===== config.mk =====
export PLATFORM = sky130hd
export DESIGN_NAME = lfsr_seq_ctrl
export DESIGN_NICKNAME = d
export VERILOG_FILES = /design/src/rtl/lfsr_pkg.sv /design/src/rtl/lfsr_core.sv /design/src/rtl/lfsr_seq_ctrl.sv
export SDC_FILE = /design/constraint.sdc
export NUM_CORES = 1
export LEC_CHECK = 0
export CORE_ASPECT_RATIO = 0.8
export CORE_MARGIN = 8
export CORE_UTILIZATION = 40
export CTS_BUF_LIST = sky130_fd_sc_hd__clkbuf_8
export DETAILED_ROUTE_END_ITERATION = 10
export DONT_BUFFER_PORTS = 1
export PLACE_DENSITY_LB_ADDON = 0.12
export SETUP_SLACK_MARGIN = 0.15
export SYNTH_ARGS = -nofsm -noshare
export SYNTH_HDL_FRONTEND = slang
export SYNTH_SLANG_ARGS = --single-unit

===== constraint.sdc =====
create_clock -name clk -period 4 [get_ports clk]
set_input_delay 0.8 -clock clk [delete_from_list [all_inputs] [get_ports clk]]
set_output_delay 0.8 -clock clk [all_outputs]
set_load 0.03 [all_outputs]

===== src/rtl/lfsr_pkg.sv =====
// Shared types and the LFSR step function for the LFSR sequencer.
// Contents: FSM state enum, maximum supported width, lfsr_step().
// lfsr_step works on zero-extended vectors; callers truncate to their width.
package lfsr_pkg;

    localparam int LFSR_MAX_W = 64;

    typedef enum logic [1:0] {
        ST_IDLE = 2'd0,
        ST_RUN  = 2'd1,
        ST_DONE = 2'd2
    } fsm_t;

    // Fibonacci step: shift left, parity of tapped bits into the LSB.
    // With zero-extended operands the bits above the real width do not
    // affect the parity, so truncating the result gives the correct step.
    function automatic logic [LFSR_MAX_W-1:0] lfsr_step(
        input logic [LFSR_MAX_W-1:0] state,
        input logic [LFSR_MAX_W-1:0] taps
    );
        return {state[LFSR_MAX_W-2:0], ^(state & taps)};
    endfunction

endpackage


===== src/rtl/lfsr_core.sv =====
// LFSR state register with a latched tap mask, load and advance enables.
// Ports: clk/reset, load (seed+taps), advance (one step), seed, taps in; state out.
// Load has priority over advance; state and taps reset to zero.
module lfsr_core
    import lfsr_pkg::*;
#(
    parameter int WIDTH = 8
) (
    input  logic             clk,
    input  logic             reset,
    input  logic             load,
    input  logic             advance,
    input  logic [WIDTH-1:0] seed,
    input  logic [WIDTH-1:0] taps,
    output logic [WIDTH-1:0] state
);

    logic [WIDTH-1:0] taps_q;
    logic [WIDTH-1:0] next_state;

    assign next_state = WIDTH'(lfsr_step(LFSR_MAX_W'(state), LFSR_MAX_W'(taps_q)));

    always_ff @(posedge clk or posedge reset) begin
        if (reset) begin
            state  <= '0;
            taps_q <= '0;
        end else if (load) begin
            state  <= seed;
            taps_q <= taps;
        end else if (advance) begin
            state  <= next_state;
        end
    end

endmodule


===== src/rtl/lfsr_seq_ctrl.sv =====
// Command-driven LFSR sequencer: accepts seed/taps/len, streams len words.
// Ports: cfg_* command handshake, stop, out_* valid/ready stream, busy/done/seed_err status.
// Every status/handshake output is a register; out_data is the LFSR state register.
module lfsr_seq_ctrl
    import lfsr_pkg::*;
#(
    parameter int WIDTH = 8,
    parameter int CNT_W = 16
) (
    input  logic             clk,
    input  logic             reset,
    input  logic             cfg_valid,
    output logic             cfg_ready,
    input  logic [WIDTH-1:0] cfg_seed,
    input  logic [WIDTH-1:0] cfg_taps,
    input  logic [CNT_W-1:0] cfg_len,
    input  logic             stop,
    output logic             out_valid,
    input  logic             out_ready,
    output logic [WIDTH-1:0] out_data,
    output logic             busy,
    output logic             done,
    output logic             seed_err
);

    fsm_t             fsm;
    logic [CNT_W-1:0] remaining;
    logic             accept;
    logic             seed_zero;
    logic             len_zero;
    logic             load;
    logic             handshake;

    // cfg_ready is high exactly in IDLE, so it doubles as the IDLE decode.
    assign accept    = cfg_valid && cfg_ready;
    assign seed_zero = (cfg_seed == '0);
    assign len_zero  = (cfg_len == '0);
    assign load      = accept && !seed_zero && !len_zero;
    // out_valid is high exactly in RUN.
    assign handshake = out_valid && out_ready;

    lfsr_core #(
        .WIDTH (WIDTH)
    ) u_core (
        .clk     (clk),
        .reset   (reset),
        .load    (load),
        .advance (handshake),
        .seed    (cfg_seed),
        .taps    (cfg_taps),
        .state   (out_data)
    );

    always_ff @(posedge clk or posedge reset) begin
        if (reset) begin
            fsm       <= ST_IDLE;
            remaining <= '0;
            cfg_ready <= 1'b1;
            out_valid <= 1'b0;
            busy      <= 1'b0;
            done      <= 1'b0;
            seed_err  <= 1'b0;
        end else begin
            done     <= 1'b0;
            seed_err <= 1'b0;
            case (fsm)
                ST_IDLE: begin
                    if (accept) begin
                        if (seed_zero) begin
                            // Lock-up seed: flag it and stay ready.
                            seed_err <= 1'b1;
                        end else if (len_zero) begin
                            fsm       <= ST_DONE;
                            cfg_ready <= 1'b0;
                            busy      <= 1'b1;
                            done      <= 1'b1;
                        end else begin
                            fsm       <= ST_RUN;
                            remaining <= cfg_len;
                            cfg_ready <= 1'b0;
                            busy      <= 1'b1;
                            out_valid <= 1'b1;
                        end
                    end
                end
                ST_RUN: begin
                    if (handshake) begin
                        remaining <= remaining - CNT_W'(1);
                    end
                    // A stop coinciding with a handshake still lets that word count.
                    if (stop || (handshake && remaining == CNT_W'(1))) begin
                        fsm       <= ST_DONE;
                        out_valid <= 1'b0;
                        done      <= 1'b1;
                    end
                end
                ST_DONE: begin
                    fsm       <= ST_IDLE;
                    cfg_ready <= 1'b1;
                    busy      <= 1'b0;
                end
                default: begin
                    fsm       <= ST_IDLE;
                    cfg_ready <= 1'b1;
                    out_valid <= 1'b0;
                    busy      <= 1'b0;
                end
            endcase
        end
    end

endmodule

# == Yosys cells after proc, flatten, opt, wreduce, memory -nomap -nowiden ==
# Index checks and enable logic that the tools add are counted.
# classes
n_eq_ne,8
reduce_logical,18
add_sub_neg,1
muxes,31
bitwise_logic,3
# op_table
cell,count
2-to-1 mux 16 bit,4
XOR reduction 64 bit,1
case mux 16 bit (2 select lines),1
"== test 16 x 1 -> 1 bit, second input constant",1
logical NOT 16 bit,1
2-to-1 mux 8 bit,2
"subtractor 16 x 1 -> 16 bit, second input constant",1
2-to-1 mux 1 bit,15
"inequality test 2 bit, second input constant",5
AND reduction 5 bit,2
bitwise AND 8 bit,1
logical NOT 8 bit,1
2-to-1 mux 2 bit,4
case mux 1 bit (2 select lines),3
AND reduction 3 bit,2
logical AND 1 bit,5
case mux 2 bit (2 select lines),1
nonzero test 2 bit,2
case mux 1 bit (3 select lines),1
"== test 2 x 1 -> 1 bit, second input constant",1
"== test 2 bit, second input constant",1
logical NOT 1 bit,2
logical NOT 2 bit,1
NOT 1 bit,2
logical OR 1 bit,1
# word_totals
out_inout_bits,13
register_bits,39
input_bits,37
wordCells,70

# == Depth between registers and ports, before layout ==
# Gate-level depths: netlist (run 1).
# depth
ltp_word,5
mapped_depth,7
depth_no_buf,6

# == Hierarchy ==
# From an unflattened synthesis (run 1), not the netlist that was laid out.
# hier_totals
hier_cells,233
area_unflattened_um2,2203.4
# modules_own_cells
module,seq_area_each_um2,instances,cells_each,area_per_inst_um2
lfsr_seq_ctrl,576.8,1,164,1443.9
lfsr_core,400.4,1,69,759.5

# == Least setup slack after synthesis (run 1) ==
# No wires, ideal clock.
# synth_timing
kind,input port to flip-flop
from,input cfg_seed[0]
to,register u_core.state[0]
t_required_ns,3.876
t_arrival_ns,2.182
path_buffers,2
setup_time_ns,0.124
slack_ns,1.693
path_stages,7
cell_sequence,nor4_1 > nand2_1 > or3b_1 > buf_2 > buf_1 > mux2i_1 > o21ai_1
# synth_between
elab_chain_len,5
elab_cells_between_ends,6
classes_between,mux: 1; reduce/logical: 5
# synth_lines
element,line,text
from (decl),lfsr_seq_ctrl.sv:14,"input logic [WIDTH-1:0] cfg_seed,"
logical NOT 8 bit,lfsr_seq_ctrl.sv:36,assign seed_zero = (cfg_seed == '0);
logical NOT 1 bit,lfsr_seq_ctrl.sv:38,assign load = accept && !seed_zero && !len_zero;
logical AND 1 bit (2 in series),lfsr_seq_ctrl.sv:38,
2-to-1 mux 8 bit / nonzero test 2 bit (equally long branches),n/a,
to (signal assigned),lfsr_core.sv:31,state <= next_state;
to (decl),lfsr_core.sv:15,output logic [WIDTH-1:0] state
# Several ways; a longest one is shown, not always the timed one.
# A chain may end at the register's enable or synchronous reset.

# == Final worst setup path (run 1) ==
# layout_timing
from,input cfg_len[14]
to,register u_core.taps_q[3]
# layout_between
elab_chain_len,3
# layout_lines
element,line,text
from (decl),lfsr_seq_ctrl.sv:16,"input logic [CNT_W-1:0] cfg_len,"
logical NOT 16 bit,lfsr_seq_ctrl.sv:37,assign len_zero = (cfg_len == '0);
logical NOT 1 bit,lfsr_seq_ctrl.sv:38,
logical AND 1 bit,lfsr_seq_ctrl.sv:38,
to (signal assigned),lfsr_core.sv:29,taps_q <= taps;
to (decl),lfsr_core.sv:18,logic [WIDTH-1:0] taps_q;
# Every way passes these cells.

==> impl_metrics.tcl, run 1 <==
set metrics [dict create \
    hp-class "register to register" \
    synth_area_per_cell_um2 9.422 \
    grt_pass1_vias 1715 \
    crit_required_ps 4180 \
    worst_hold_slack_ps 509.0 \
    min_period_ps 2514 \
    worstMarginPinSlew_ps 576.3 \
    clock_latency_ps 290 \
    vdd_drop_max_v 0.0002029 \
    grt_util_all_layers 0.1445 \
    yosys_most_used_dff "dfrtp_1" \
    die_x_um 98.29 \
    setup_viol 0 \
    io_buffer_count 0 \
    crit_chain "nor4_1, and4_1, or3b_1, buf_4, mux2_2" \
    core-area_um2 5345 \
    fp.dieH_um 81.84 \
    wl_per_cell_um 19.32 \
    dieArea_um2 8044 \
    path_clk_slew_ps 80 \
    syn_to_final_growth_pct 6.813 \
    rr_startpoint "remaining[8]" \
    antenna_found_initial 0 \
    remaining_drc_errors 0 \
    n_fill_cell 549 \
    ios 50 \
    htreeDepth 2 \
    syn_nets 269 \
    timing.fmax_mhz 397.8 \
    startpoint_type "input port" \
    cts_root_buf "clkbuf_8" \
    numCtsBuffers 5 \
    worstReg2RegEnd "fsm[0]" \
    grt_pass1_wl_um 9121 \
    final_common_cell "dfrtp_1" \
    cts_tree "built" \
    drive_gt1_frac 0.1266 \
    final_antenna_net_count 0 \
    hold_depth 1 \
    crit_cells 5 \
    ys_seq_elements 39 \
    maxCapViolations 0 \
    cellLeakagePower_uw 0.0009342 \
    placement_rows 24 \
    hold_viol_final 0 \
    slew_violations 0 \
    dp_hpwl_um 4174 \
    cpPeakStageDelay_ps 480 \
    place_congestion 0.7621 \
    ctsHoldBuffers 0 \
    crit_end "u_core.taps_q[3]" \
    setup_tns_ps 0 \
    cts_sinks 39 \
    startpoint "cfg_len[14]" \
    synth_edf_count 0 \
    yosys_warnings 0 \
    relSlewSlack 0.6158 \
    mostFrequentLayoutCells "dfrtp_1 (38), nand2_1 (29), a21oi_1 (26), nor2_1 (18)" \
    cpMaxStageDelayCell "or3b_1" \
    async_flop_share 1.000 \
    synth_cells 230 \
    initial_core_util 0.4054 \
    crit_type "input port to register" \
    status "finished, final reports clean" \
    cp.buffers_inverters 1 \
    layout.nets 267 \
    cts_resized 0 \
    rrSetupSlack_ps 1790 \
    crit_arrival_ps 2690 \
    vias 1732 \
    cts_setup_buffers 0 \
    grt_max_degree 40 \
    rsz0062_at_grt "false" \
    cp-end-kind "register" \
    drt_iter0_markers 102 \
    ys_types 46 \
    yosysSeqAreaShare 0.4509 \
    antenna_cells 0 \
    path_delay_family "simple AND/OR/NAND/NOR gates" \
    power.density_nw_per_um2 774.0 \
    clock_tree.buffer_depth 2 \
    vias_per_cell 5.891 \
    firstDrtPassIters 5 \
    fin_crit_sh 0.6285 \
    grt.overflow.total 0 \
    rr_worst_depth 5 \
    skew_ps 4.741 \
    wirelength_um 5680 \
    syn_area_um2 2167 \
    path_max_fanout 16 \
]
kinds of logic (layout without fill, tap and decap cells):
logic type,after synthesis,after routing,share of synthesized area
XOR/XNOR,7,7,0.02829
flip-flops,39,39,0.4509
AO/OA/AOI/OAI,69,69,0.2038
buffers and inverters,18,17,0.03233
adder cells (fa/ha/maj),2,2,0.01155
multiplexers,17,17,0.08314
AND/OR/NAND/NOR,78,78,0.1899
sequential cells by signal, indices dropped and copies added, names as in the netlist:
register and count:
remaining 16, u_core.state 8, u_core.taps_q 8, fsm 2, busy 1, cfg_ready 1, done 1, out_valid 1
seed_err 1
synth_stat cells, types with 2 or more instances:
cell type / count / share of area
mux2i_1: 9 / 0.042
inv_1: 5 / 0.0087
nand2_1: 29 / 0.050
mux2_2: 8 / 0.042
ha_1: 2 / 0.012
o32ai_1: 5 / 0.020
dfrtp_1: 38 / 0.44
a21oi_1: 26 / 0.060
nand4_1: 2 / 0.0058
a22oi_1: 2 / 0.0069
a2bb2oi_1: 3 / 0.012
o21ai_0: 9 / 0.021
xnor2_1: 5 / 0.020
nand3_1: 3 / 0.0069
nor4_1: 8 / 0.023
o21a_1: 3 / 0.010
and2_1: 2 / 0.0058
clkbuf_1: 10 / 0.017
nor3_1: 3 / 0.0069
nor2_1: 18 / 0.031
or2_2: 4 / 0.012
o2bb2ai_1: 4 / 0.016
xor2_1: 2 / 0.0081
o22ai_1: 7 / 0.020
o21ai_1: 2 / 0.0046
worst min path at each step:
stage                     slack [ps]        startpoint               end
after global routing             550  u_core.taps_q[5]  u_core.taps_q[5]
after floorplan                  480     remaining[11]     remaining[11]
after CTS                        510  u_core.taps_q[6]  u_core.taps_q[6]
final                            510  u_core.taps_q[6]  u_core.taps_q[6]
after detailed placement         490  u_core.taps_q[6]  u_core.taps_q[6]
after global placement           490  u_core.taps_q[7]  u_core.taps_q[7]
stage by stage:
| stage | instances | worst slack [ps] | util | power [µW] | area (µm²) |
|---|---|---|---|---|---|
| floorplan | 230 | 1693 | - | 1381 | 2167 |
| global placement | 286 | 1182 | 0.4181 | 1543 | 2235 |
| detailed placement | 286 | 1154 | 0.4181 | 1542 | 2235 |
| CTS | 294 | 1464 | 0.4331 | 1799 | 2315 |
| global route | 294 | 1394 | 0.4331 | 1942 | 2315 |
| finish | 294 | 1486 | 0.4331 | 1792 | 2315 |
routing by layer:
| metal | GRT usage | wire [µm] |
|---|---|---|
| met3 | 0.04234 | 425 |
| met1 | 0.2016 | 2776 |
| met2 | 0.2148 | 2443 |
| met4 | 0.03664 | 34 |
| met5 | 0 | 0 |
final cells by class:
cell class	instances	area [µm²]	area share
clock buffers	5	68.82	0.02973
flip-flops and latches	39	977.2	0.4222
multi-input cells	173	1127	0.4870
well taps	65	81.33	0.03514
clock inverters	3	11.26	0.004865
repair buffers	4	30.03	0.01297
inverters	5	18.77	0.008108
power by group:
part,leakage [µW],internal (µW),switching [µW]
clock,0.0000519,117,141
combinational,0.000418,313,328
sequential,0.000464,574,320
total,0.000934,1000,788
Power figures use the tool's default switching activity.
==> inputs of run 2 (changes only) <==
Clock period 4 ns to 2.63 ns, I/O delays scaled along.
==> run 2 against run 1 <==
Worst setup slack worse by 1000 ps. Core utilization rose by 0.66 points. Sequential cell count is the same. Clock power rose by 75%. Count of clock-buffer cells in the layout rose by 2. Sequential power up 50%. Die area unchanged. Via count decreased by 0.17%. Register-to-register slack lost 1300 ps. Non-clock buffer count rose by 2.
==> impl_metrics.tcl, run 2 (synthesis results as in run 1) <==
set metrics [dict create \
    cp-end-kind "register" \
    setup_viol 0 \
    syn_to_final_growth_pct 8.429 \
    power_uw 2788 \
    core-area_um2 5345 \
    setup_tns_ps 0 \
    vias_per_cell 5.841 \
    path_max_fanout 7 \
    dp.cells 288 \
    grt.overflow.total 0 \
    wirelength_um 5527 \
    fin_crit_sh 0.8324 \
    status "finished, final reports clean" \
    grt_util_all_layers 0.1393 \
    layout_setup_ws_ps 440.8 \
    worstMarginPinSlew_ps 548.0 \
    multiInputGateArea_um2 1127 \
    wl_per_cell_um 18.67 \
    skew_ps 8.450 \
    cts_setup_buffers 0 \
    rrSetupSlack_ps 440 \
    firstDrtPassIters 4 \
    cts_root_buf "clkbuf_8" \
    clkPwrFrac 0.162 \
    largest-register "remaining" \
    relSlewSlack 0.6347 \
    met1Wirelength_um 2682 \
    crit_type "register to register" \
    place_ws_ps 403.9 \
    p_seq_frac 0.482 \
    cellLeakagePower_uw 0.0009463 \
    clock_latency_ps 290 \
    ios 50 \
    hold_viol_final 0 \
    crit_arrival_ps 2340 \
    vdd_drop_max_v 0.0003789 \
    n_fill_cell 528 \
    fp.dieH_um 81.84 \
    remaining_drc_errors 0 \
    cts_tree "built" \
    p_sw_frac 0.4280 \
    dp_hpwl_um 4083 \
    drive_gt1_frac 0.1429 \
    top_layer "met4" \
    path_clk_slew_ps 80 \
    design_area_um2 2350 \
    fin_cells 296 \
    cts_resized 0 \
    antenna_found_initial 0 \
    initial_core_util 0.4054 \
    clock_tree.buffer_depth 2 \
    reg.largest.list "remaining (16), u_core.state (8), u_core.taps_q (8)" \
    ctsHoldBuffers 0 \
    drt_iter0_markers 55 \
    crit_required_ps 2780 \
    min_period_ps 2189 \
    layout.nets 269 \
    rsz0062_at_grt "false" \
    power.density_nw_per_um2 1187 \
    p_switching_uw 1193 \
    mostFrequentLayoutCells "dfrtp_1 (38), nand2_1 (29), a21oi_1 (26), nor2_1 (18)" \
    final_common_cell "dfrtp_1" \
    vias 1729 \
    maxCapViolations 0 \
    internal_power_uw 1595 \
    grt_max_degree 40 \
    grt_pass1_wl_um 8825 \
    antenna_cells 0 \
    place_congestion 0.7400 \
    final_antenna_net_count 0 \
    pwr-share-comb 0.356 \
    placement_rows 24 \
    largest_reg_flops 16 \
    cts_sinks 39 \
    slew_violations 0 \
    io_buffer_count 0 \
    die_x_um 98.29 \
    htreeDepth 2 \
    numCtsBuffers 5 \
    wl_met2_um 2456 \
    grt_pass1_vias 1646 \
    dieArea_um2 8044 \
    hp-class "input port to asynchronous set/reset pin" \
    place_area_um2 2250 \
    seq_area_um2 977.2 \
    timing.fmax_mhz 456.8 \
    startpoint_type "register" \
    dr_wl_met3_um 341 \
]
-- run 2: changes by cell type in the layout (fill, tap and decap cells not counted) --
cell and delta:
clkbuf_8 +2, buf_4 +2, inv_1 -2
-- run 2: metal layers --
metal,track usage,vias to the layer above
met3,0.04149,5
met1,0.1901,845
met4,0.04122,0
met5,0,-
li1,-,843
met2,0.2093,36
-- run 2: path summary, 6_finish.rpt --
kind,startpoint,to,depth (start not counted)
min,reset,remaining[11],2
max,remaining[8],out_valid,5
max reg2reg,remaining[8],out_valid,5
min reg2reg,u_core.taps_q[7],u_core.taps_q[7],1
min in group clk,cfg_seed[0],u_core.state[0],2
max in group asynchronous,reset,cfg_ready,2
-- run 2: power by group through the flow --
stage          clock network, µW  logic (µW)  registers (µW)
2_1_floorplan                  0         837            1260
3_3_place_gp                   0         985            1360
3_5_place_dp                   0         998            1360
4_1_cts                      456        1000            1350
5_1_grt                      480        1120            1400
6_report                     451         993            1340
-- run 2: area by class of cell --
type | instances | area share
repair buffers | 6 | 0.01917
multi-input cells | 173 | 0.4798
well taps | 65 | 0.03461
inverters | 5 | 0.007987
clock inverters | 1 | 0.001597
clock buffers | 7 | 0.04100
flip-flops and latches | 39 | 0.4159
-- run 2: metrics by stage --
step | util | hold WS (ps)
4_1_cts | 0.4396 | 264.8
5_1_grt | 0.4396 | 303.3
3_5_place_dp | 0.4209 | 493.8
3_3_place_gp | 0.4209 | 489.3
2_1_floorplan | - | 479.1
6_report | 0.4396 | 242.5
-- run 2: worst max-delay path, stage by stage, from the launching register on --
cell and delay (ps):
dfrtp_1 440, or4_4 590, or3_4 380, nor4b_4 290
a41o_2 270, o32ai_1 80
==> inputs of run 3 (changes only) <==
Clock period 2.63 ns to 2 ns, I/O delays scaled along.
==> run 3 against run 2 <==
The flow now finishes with violations (setup timing). Largest cell class unchanged. Core utilization rose by 5.2 points. Maximum frequency rose by 6.3%. Count of clock-buffer cells in the layout fell by 2. Critical endpoint unchanged. Clock skew rose by 2.4 ps. Worst hold slack got worse by 110 ps. Final cell count rose by 9.1%.
==> impl_metrics.tcl, run 3 (synthesis results as in run 1) <==
set metrics [dict create \
    grt_max_degree 40 \
    met1Wirelength_um 2819 \
    fin_crit_sh 1.030 \
    firstDrtPassIters 5 \
    mostFrequentLayoutCells "dfrtp_1 (38), buf_4 (29), nand2_1 (28), a21oi_1 (24), nor2_1 (16)" \
    setup_viol 5 \
    dieArea_um2 8044 \
    clock_tree.buffer_depth 2 \
    path_delay_family "simple AND/OR/NAND/NOR gates" \
    cts_tree "built" \
    clkPwrFrac 0.129 \
    violations "setup timing" \
    min_period_ps 2060 \
    die_x_um 98.29 \
    placement_rows 24 \
    crit_type "register to register" \
    relSlewSlack 0.6554 \
    antenna_found_initial 0 \
    power_uw 4019 \
    cp.buffers_inverters 0 \
    maxCapViolations 0 \
    rr_worst_depth 5 \
    largest-register "remaining" \
    largest_reg_flops 16 \
    slew_violations 0 \
    final_common_cell "dfrtp_1" \
    drive_gt1_frac 0.2829 \
    layout.nets 296 \
    wirelength_um 5815 \
    drt_iter0_markers 88 \
    rrSetupSlack_ps -60 \
    worstReg2RegEnd "out_valid" \
    cts_sinks 39 \
    cpPeakStageDelay_ps 530 \
    layout_setup_ws_ps -60.35 \
    startpoint "remaining[9]" \
    p_switching_uw 1689 \
    antenna_cells 0 \
    wl_met2_um 2665 \
    cts_root_buf "clkbuf_8" \
    remaining_drc_errors 0 \
    skew_ps 10.82 \
    worstMarginPinSlew_ps 516.9 \
    hold_viol_final 0 \
    cellLeakagePower_uw 0.001086 \
    final_antenna_net_count 0 \
    grt_util_all_layers 0.1455 \
    cpMaxStageDelayCell "or4_4" \
    vias 1840 \
    top_layer "met4" \
    dr_wl_met3_um 287 \
    place_congestion 0.8115 \
    clock_latency_ps 280 \
    crit_end "out_valid" \
    cp-end-kind "register" \
    htreeDepth 2 \
    fin_util 0.4918 \
    status "finished, violations left" \
    crit_arrival_ps 2220 \
    initial_core_util 0.4054 \
    pwr-share-comb 0.500 \
    wl_per_cell_um 18.00 \
    path_max_fanout 4 \
    grt_pass1_vias 1808 \
    worst_hold_slack_ps 129.9 \
    syn_to_final_growth_pct 21.30 \
    io_buffer_count 0 \
    fp.dieH_um 81.84 \
    setup_tns_ps -261.1 \
    vdd_drop_max_v 0.0005042 \
    hp-class "input port to asynchronous set/reset pin" \
    p_sw_frac 0.4202 \
    ios 50 \
    timing.fmax_mhz 485.4 \
    internal_power_uw 2330 \
    crit_chain "or4_4, or3_4, nor4b_4, a41o_2, o32ai_2" \
    reg.largest.list "remaining (16), u_core.state (8), u_core.taps_q (8)" \
    power.density_nw_per_um2 1529 \
    rsz0062_at_grt "true" \
    vias_per_cell 5.697 \
    place_ws_ps -60.99 \
    grt_pass1_wl_um 9370 \
    dp_hpwl_um 4359 \
    p_seq_frac 0.371 \
    grt.overflow.total 0 \
    crit_cells 5 \
    rr_startpoint "remaining[9]" \
    path_clk_slew_ps 80 \
    crit_required_ps 2160 \
    numCtsBuffers 5 \
    startpoint_type "register" \
    core-area_um2 5345 \
]
-- run 3: cell types whose count changed in the layout (fill, tap and decap cells not counted), sizes merged --
cell    previous run  this run
clkinv             0         3
buf                6        33
clkbuf             7         5
inv                6         5
-- run 3: final cells by class --
| class | count | area (µm²) |
|---|---|---|
| fill | 525 | 2716 |
| multi-input combinational | 173 | 1187 |
| sequential | 39 | 977.2 |
| timing repair buffer | 33 | 280.3 |
| tap | 65 | 81.33 |
| clock buffer | 5 | 68.82 |
| inverter | 5 | 18.77 |
| clock inverter | 3 | 15.01 |
-- run 3: worst min path at each step --
stage / to / cells past startpoint / slack, ps
final: remaining[8] / 2 / 130
after global routing: fsm[0] / 2 / 170
after CTS: remaining[8] / 2 / 150
after detailed placement: remaining[11] / 2 / 460
after global placement: remaining[8] / 2 / 450
after floorplan: remaining[11] / 1 / 480
-- run 3: power by group through the flow --
stage               clock network (µW)  logic (µW)  registers (µW)
floorplan                            0        1110            1660
global placement                     0        1900            1490
detailed placement                   0        1920            1500
CTS                                540        1930            1480
global route                       575        2200            1540
finish                             518        2010            1490
-- run 3: timing repair --
action,in CTS,in global routing
pin swaps,0,8
endpoints found under the setup margin,6,11
endpoints found under the hold margin,0,0
setup buffers,0,3
resized for setup,1,17
hold buffers,0,0
-- run 3: metrics by stage --
step | instances | area, µm²
6_report | 323 | 2629
4_1_cts | 320 | 2546
2_1_floorplan | 230 | 2171
5_1_grt | 323 | 2629
3_3_place_gp | 312 | 2455
3_5_place_dp | 312 | 2455
-- run 3: metal layers --
layer / track usage / up-vias
met5: 0 / -
met3: 0.03980 / 4
met4: 0.03206 / 0
met1: 0.1986 / 906
li1: - / 894
met2: 0.2263 / 36
